**src/rtl/uart_bram_loader.sv**
```systemverilog
// UART (8N1, LSB first) receiver that packs BRAM_WIDTH/8 bytes per word and
// streams a full frame into a frame-buffer BRAM write port.
module uart_bram_loader #(
    parameter int BRAM_WIDTH = 48,
    parameter int BRAM_DEPTH = 12800,
    parameter int BAUD_RATE  = 3000000,
    parameter int CLK_FREQ   = 100000000
) (
    input  logic                          clk_in,
    input  logic                          rst_in,
    input  logic                          uart_rxd,
    input  logic                          enable_in,
    output logic [$clog2(BRAM_DEPTH)-1:0] bram_addr_out,
    output logic [BRAM_WIDTH-1:0]         bram_din_out,
    output logic                          bram_we_out,
    output logic                          done_out,
    output logic                          frame_err_out
);

    localparam int BYTES_PER_WORD = BRAM_WIDTH / 8;
    localparam int CLKS_PER_BIT   = CLK_FREQ / BAUD_RATE;
    localparam int HALF_BIT       = CLKS_PER_BIT / 2;
    localparam int ADDR_W         = $clog2(BRAM_DEPTH);
    localparam int CNT_W          = $clog2(CLKS_PER_BIT + 1);
    localparam int IDX_W          = (BYTES_PER_WORD > 1) ? $clog2(BYTES_PER_WORD) : 1;

    typedef enum logic [1:0] {IDLE, START, DATA, STOP} rx_state_t;

    rx_state_t             state, state_next;
    logic                  rxd_meta, rxd_s;
    logic [CNT_W-1:0]      cnt;
    logic [2:0]            bit_idx;
    logic [7:0]            shift;
    logic                  cnt_clr, bit_take, byte_done, byte_bad;

    logic [IDX_W-1:0]      byte_idx;
    logic [ADDR_W-1:0]     addr_cnt;
    logic [BRAM_WIDTH-1:0] word_reg, word_next;
    logic                  we_q, accept;

    // Both synchronizer flops idle high so reset never looks like a start bit.
    // NOTE: sequential state is written with non-blocking assignments only.
    always_ff @(posedge clk_in) begin
        if (rst_in) begin
            rxd_meta <= 1'b1;
            rxd_s    <= 1'b1;
        end else begin
            rxd_meta <= uart_rxd;
            rxd_s    <= rxd_meta;
        end
    end

    always_ff @(posedge clk_in) begin
        if (rst_in) begin
            state   <= IDLE;
            cnt     <= '0;
            bit_idx <= '0;
            shift   <= '0;
        end else begin
            state <= state_next;
            cnt   <= cnt_clr ? '0 : cnt + 1'b1;
            if (bit_take) begin
                shift[bit_idx] <= rxd_s;
                bit_idx        <= bit_idx + 1'b1;
            end else if (state != DATA) begin
                bit_idx <= '0;
            end
        end
    end

    // NOTE: every signal gets a default first so no latch is inferred.
    always_comb begin
        state_next = state;
        cnt_clr    = 1'b0;
        bit_take   = 1'b0;
        byte_done  = 1'b0;
        byte_bad   = 1'b0;
        if (!enable_in) begin
            state_next = IDLE;
            cnt_clr    = 1'b1;
        end else begin
            case (state)
                IDLE: if (!done_out && !rxd_s) begin
                    state_next = START;
                    cnt_clr    = 1'b1;
                end
                START: if (cnt == CNT_W'(HALF_BIT)) begin
                    cnt_clr    = 1'b1;
                    state_next = rxd_s ? IDLE : DATA;
                end
                DATA: if (cnt == CNT_W'(CLKS_PER_BIT - 1)) begin
                    cnt_clr  = 1'b1;
                    bit_take = 1'b1;
                    if (bit_idx == 3'd7) state_next = STOP;
                end
                STOP: if (cnt == CNT_W'(CLKS_PER_BIT - 1)) begin
                    cnt_clr    = 1'b1;
                    state_next = IDLE;
                    byte_done  = rxd_s;
                    byte_bad   = !rxd_s;
                end
                default: state_next = IDLE;
            endcase
        end
    end

    always_comb begin
        word_next = word_reg;
        word_next[8*int'(byte_idx) +: 8] = shift;
    end

    assign accept = byte_done && !done_out;

    // A strobe already registered is still killed by a same-cycle abort or reset.
    assign bram_we_out = we_q && enable_in && !rst_in;

    always_ff @(posedge clk_in) begin
        if (rst_in) begin
            byte_idx      <= '0;
            addr_cnt      <= '0;
            word_reg      <= '0;
            we_q          <= 1'b0;
            bram_din_out  <= '0;
            bram_addr_out <= '0;
            done_out      <= 1'b0;
            frame_err_out <= 1'b0;
        end else if (!enable_in) begin
            byte_idx      <= '0;
            addr_cnt      <= '0;
            word_reg      <= '0;
            we_q          <= 1'b0;
            done_out      <= 1'b0;
            frame_err_out <= 1'b0;
        end else begin
            we_q <= 1'b0;
            if (byte_bad && !done_out) frame_err_out <= 1'b1;
            if (accept) begin
                word_reg <= word_next;
                if (byte_idx == IDX_W'(BYTES_PER_WORD - 1)) begin
                    byte_idx      <= '0;
                    we_q          <= 1'b1;
                    bram_din_out  <= word_next;
                    bram_addr_out <= addr_cnt;
                end else begin
                    byte_idx <= byte_idx + 1'b1;
                end
            end
            if (we_q) begin
                if (addr_cnt == ADDR_W'(BRAM_DEPTH - 1)) done_out <= 1'b1;
                else                                      addr_cnt <= addr_cnt + 1'b1;
            end
        end
    end

endmodule
```
**config.mk**
```make
export PLATFORM = sky130hd
export DESIGN_NAME = uart_bram_loader
export DESIGN_NICKNAME = d
export VERILOG_FILES = /design/src/rtl/uart_bram_loader.sv
export SDC_FILE = /design/constraint.sdc
export NUM_CORES = 1
export LEC_CHECK = 0
export ABC_CLOCK_PERIOD_IN_PS = 8600
export CAP_MARGIN = 0
export CORE_ASPECT_RATIO = 0.75
export CORE_UTILIZATION = 47
export DETAILED_ROUTE_END_ITERATION = 6
export PLACE_DENSITY_LB_ADDON = 0.08
export SYNTH_ARGS = -nofsm -noshare
export SYNTH_HDL_FRONTEND = slang
export SYNTH_SLANG_ARGS = --single-unit
```
**constraint.sdc**
```tcl
create_clock -name clk_in -period 8.6 [get_ports clk_in]
set_input_delay 1.72 -clock clk_in [delete_from_list [all_inputs] [get_ports clk_in]]
set_output_delay 1.72 -clock clk_in [all_outputs]
set_load 0.01 [all_outputs]
```
==> results.md <==
* Top-count cell post-synth: dfxtp_1
* Via Count at 5758
* CTS Buf Count at 17
* Ranking of synthesized cells by instance count: dfxtp_1, nor2_1, nand2_1
* End of the critical path: bram_we_out
* Top Metal Used: met4
* Final Util at 57.7%
* Global Route Usage Sum at 24.6%
* Final Non-Filler Cells at 984
* Die width at 140 microns
* Main combinational cell family by area after synthesis: simple AND/OR/NAND/NOR gates
* Critical Path Source Type: input port
* FMAX at 185 MHz
* Critical Path RT at 6.88 ns
* Fin. max-slew vios at 0
* Adder-Cell Fraction of Synth Area at 2.25%
* IO Port Bufs at 68
* Vias per Instance at 5.85
* Worst r2r src: byte_idx[0]
* Diodes inserted at 0
* EDFF count, synth at 0
* Worst-margin pin slew at 1.16 ns
* Compound-Gate Fraction of Synth Area at 16.3%
* Register area share after synthesis at 45.3%
* Flop-to-flop setup slack at 5.09 ns
* Nets at 812
* DRT Wirelength at 17.1 mm
* Mux cell area share after synthesis at 5.56%
* Top-area cell type share of the netlist area at 45.3%
* Post-route setup slack at 3.20 ns
* Critical path class: in2out
* Post-synthesis cell count at 758
* Worst skew pair latency at 0.44 ns
* Fin Hold WS at 0.428 ns
* Final antenna-violating net count at 0
* Syn avg cell area at 8.79 sq um
* R2r endpoint: bram_din_out[21]
* Final Hold Vio Count at 0
* Status: completed
* Initial antenna violation count at 0
* Fin crit share at 62.8%
* Boundary Pins at 69
* CTS H-tree depth at 4
* Clk root buf: clkbuf_16
* Drt first-iter violations at 410
* GRT Residual Overflow at 0
* CTS max path bufs at 2
* CTS tree: yes
* Post-CTS Setup Bufs at 0
* Max FO, Critical Path at 76
* Maximum number of pins on one net before global-route repair at 77
* Die Ht at 105 microns
* Non-Filler Cell Area, Final at 7960 sq um
* Synth Flop Type: dfxtp_1
* Synth area leaders: dfxtp_1, mux2i_1, nor2_1
* Clock sinks at 151
* Pre-CTS setup slack at 3.16 ns
* Simple-gate area share of the yosys netlist at 24.8%
* FF-to-FF path depth at 7
* Synth warn at 0
* HPWL Detailed at 11.2 mm
* Syn nets at 774
* Met3 wire length at 904 microns
* Detail Route met2 WL at 7.46 mm
* CP Capture Type: output pin
* Router iterations before antenna repair at 5
* Max_cap viols at 0
* Mapped Area at 6670 sq um
* M1 WL at 8.48 mm
* Total Neg Setup Slack at 0 ns
* Slew headroom at 22.7%
* Wire per inst at 17.4 microns
* CP arrival at 3.68 ns
* Area of the die at 14700 sq um
* Area leader, netlist: dfxtp_1
* Xor/xnor share of the synthesized area at 1.18%
* Number of global-route vias before repair at 5385
* Total power at 1.48 mW
* Syn-to-layout area delta at 19.4%
* Post-route clock skew at 0.00830 ns
* Initial core utilization at 48.3%
* Final Setup Violations at 0
* Synthesized flop and latch total at 151
* Worst vdd ir at 144 uV
* Launch point of the worst path: rst_in
* Share of post-route cells with drive strength above 1 at 9.77%
* Reg clk slew, reported paths at 0.06 ns
* Rows at 37
* Wire length of the first global-routing pass at 28.1 mm
* Pwr dens at 186 nW/um^2
* CTS resizes at 0
* Placed Cells at 952
* Placed inst area at 7360 sq um
* Area of the core at 13800 sq um
* RSZ-0062 raised after global routing: false
* Ys async rst share at 0%
* Hold Buf Count CTS at 0
* Leak pwr at 2.65 nW
* Gpl congestion at 0.859
* DRC Markers at 0
* Netlist cell types at 57
* Worst min-delay path class: reg2reg
* Fin crit period at 5.40 ns
critical path, cell delays in order:
cell and delay (ns):
buf_2 0.09, buf_4 0.36, nor2b_4 0.19, buf_4 0.52, and2_1 0.21, clkdlybuf4s50_1 0.53
layout make-up:
type,instances,area (sq um)
Fill cell,1206,5830
Multi-Input combinational cell,543,3360
Sequential cell,151,3020
Timing Repair Buffer,76,736
Clock buffer,17,425
Tap cell,175,219
Clock inverter,15,171
Inverter,7,26.3
kinds of logic (layout without fill, tap and decap cells):
family,after synthesis,in the layout
and+or+nand+nor,332,332
AOI/OAI and AO/OA,153,153
DFF,151,151
buffers and inverters,64,115
muxes,37,37
adders and majority gates,12,12
xor gates and xnor gates,9,9
layout by cell type, fill, tap and decap left out, drive strengths merged, types with 12 or more instances in the layout:
cell           count
mux2i             37
clkdlybuf4s50     67
a211oi            37
nand3             25
nor2              91
nor3              53
a21oi             53
dfxtp            151
inv               12
ha                12
nand2             82
clkbuf            17
nor4              15
o21ai             26
layer usage:
metal,vias up,track usage [%]
met1,2747,34.6
met2,180,36.6
met3,21,5.50
met5,-,0
li1,2810,-
met4,0,8.73
power breakdown:
group	switching (mW)	internal, mW	leakage, nW	total, mW
registers	0.00159	0.700	1.22	0.702
logic	0.0182	0.00471	1.15	0.0230
clock network	0.321	0.434	0.285	0.755
worst min path at each step:
| stage | start | to | cells after the start |
|---|---|---|---|
| floorplan | rxd_meta | rxd_s | 1 |
| global placement | rxd_meta | rxd_s | 1 |
| detailed placement | rxd_meta | rxd_s | 1 |
| CTS | rxd_meta | rxd_s | 1 |
| global route | rxd_meta | rxd_s | 1 |
| finish | rxd_meta | rxd_s | 1 |
Note: power is estimated with default switching activity, not from simulation.
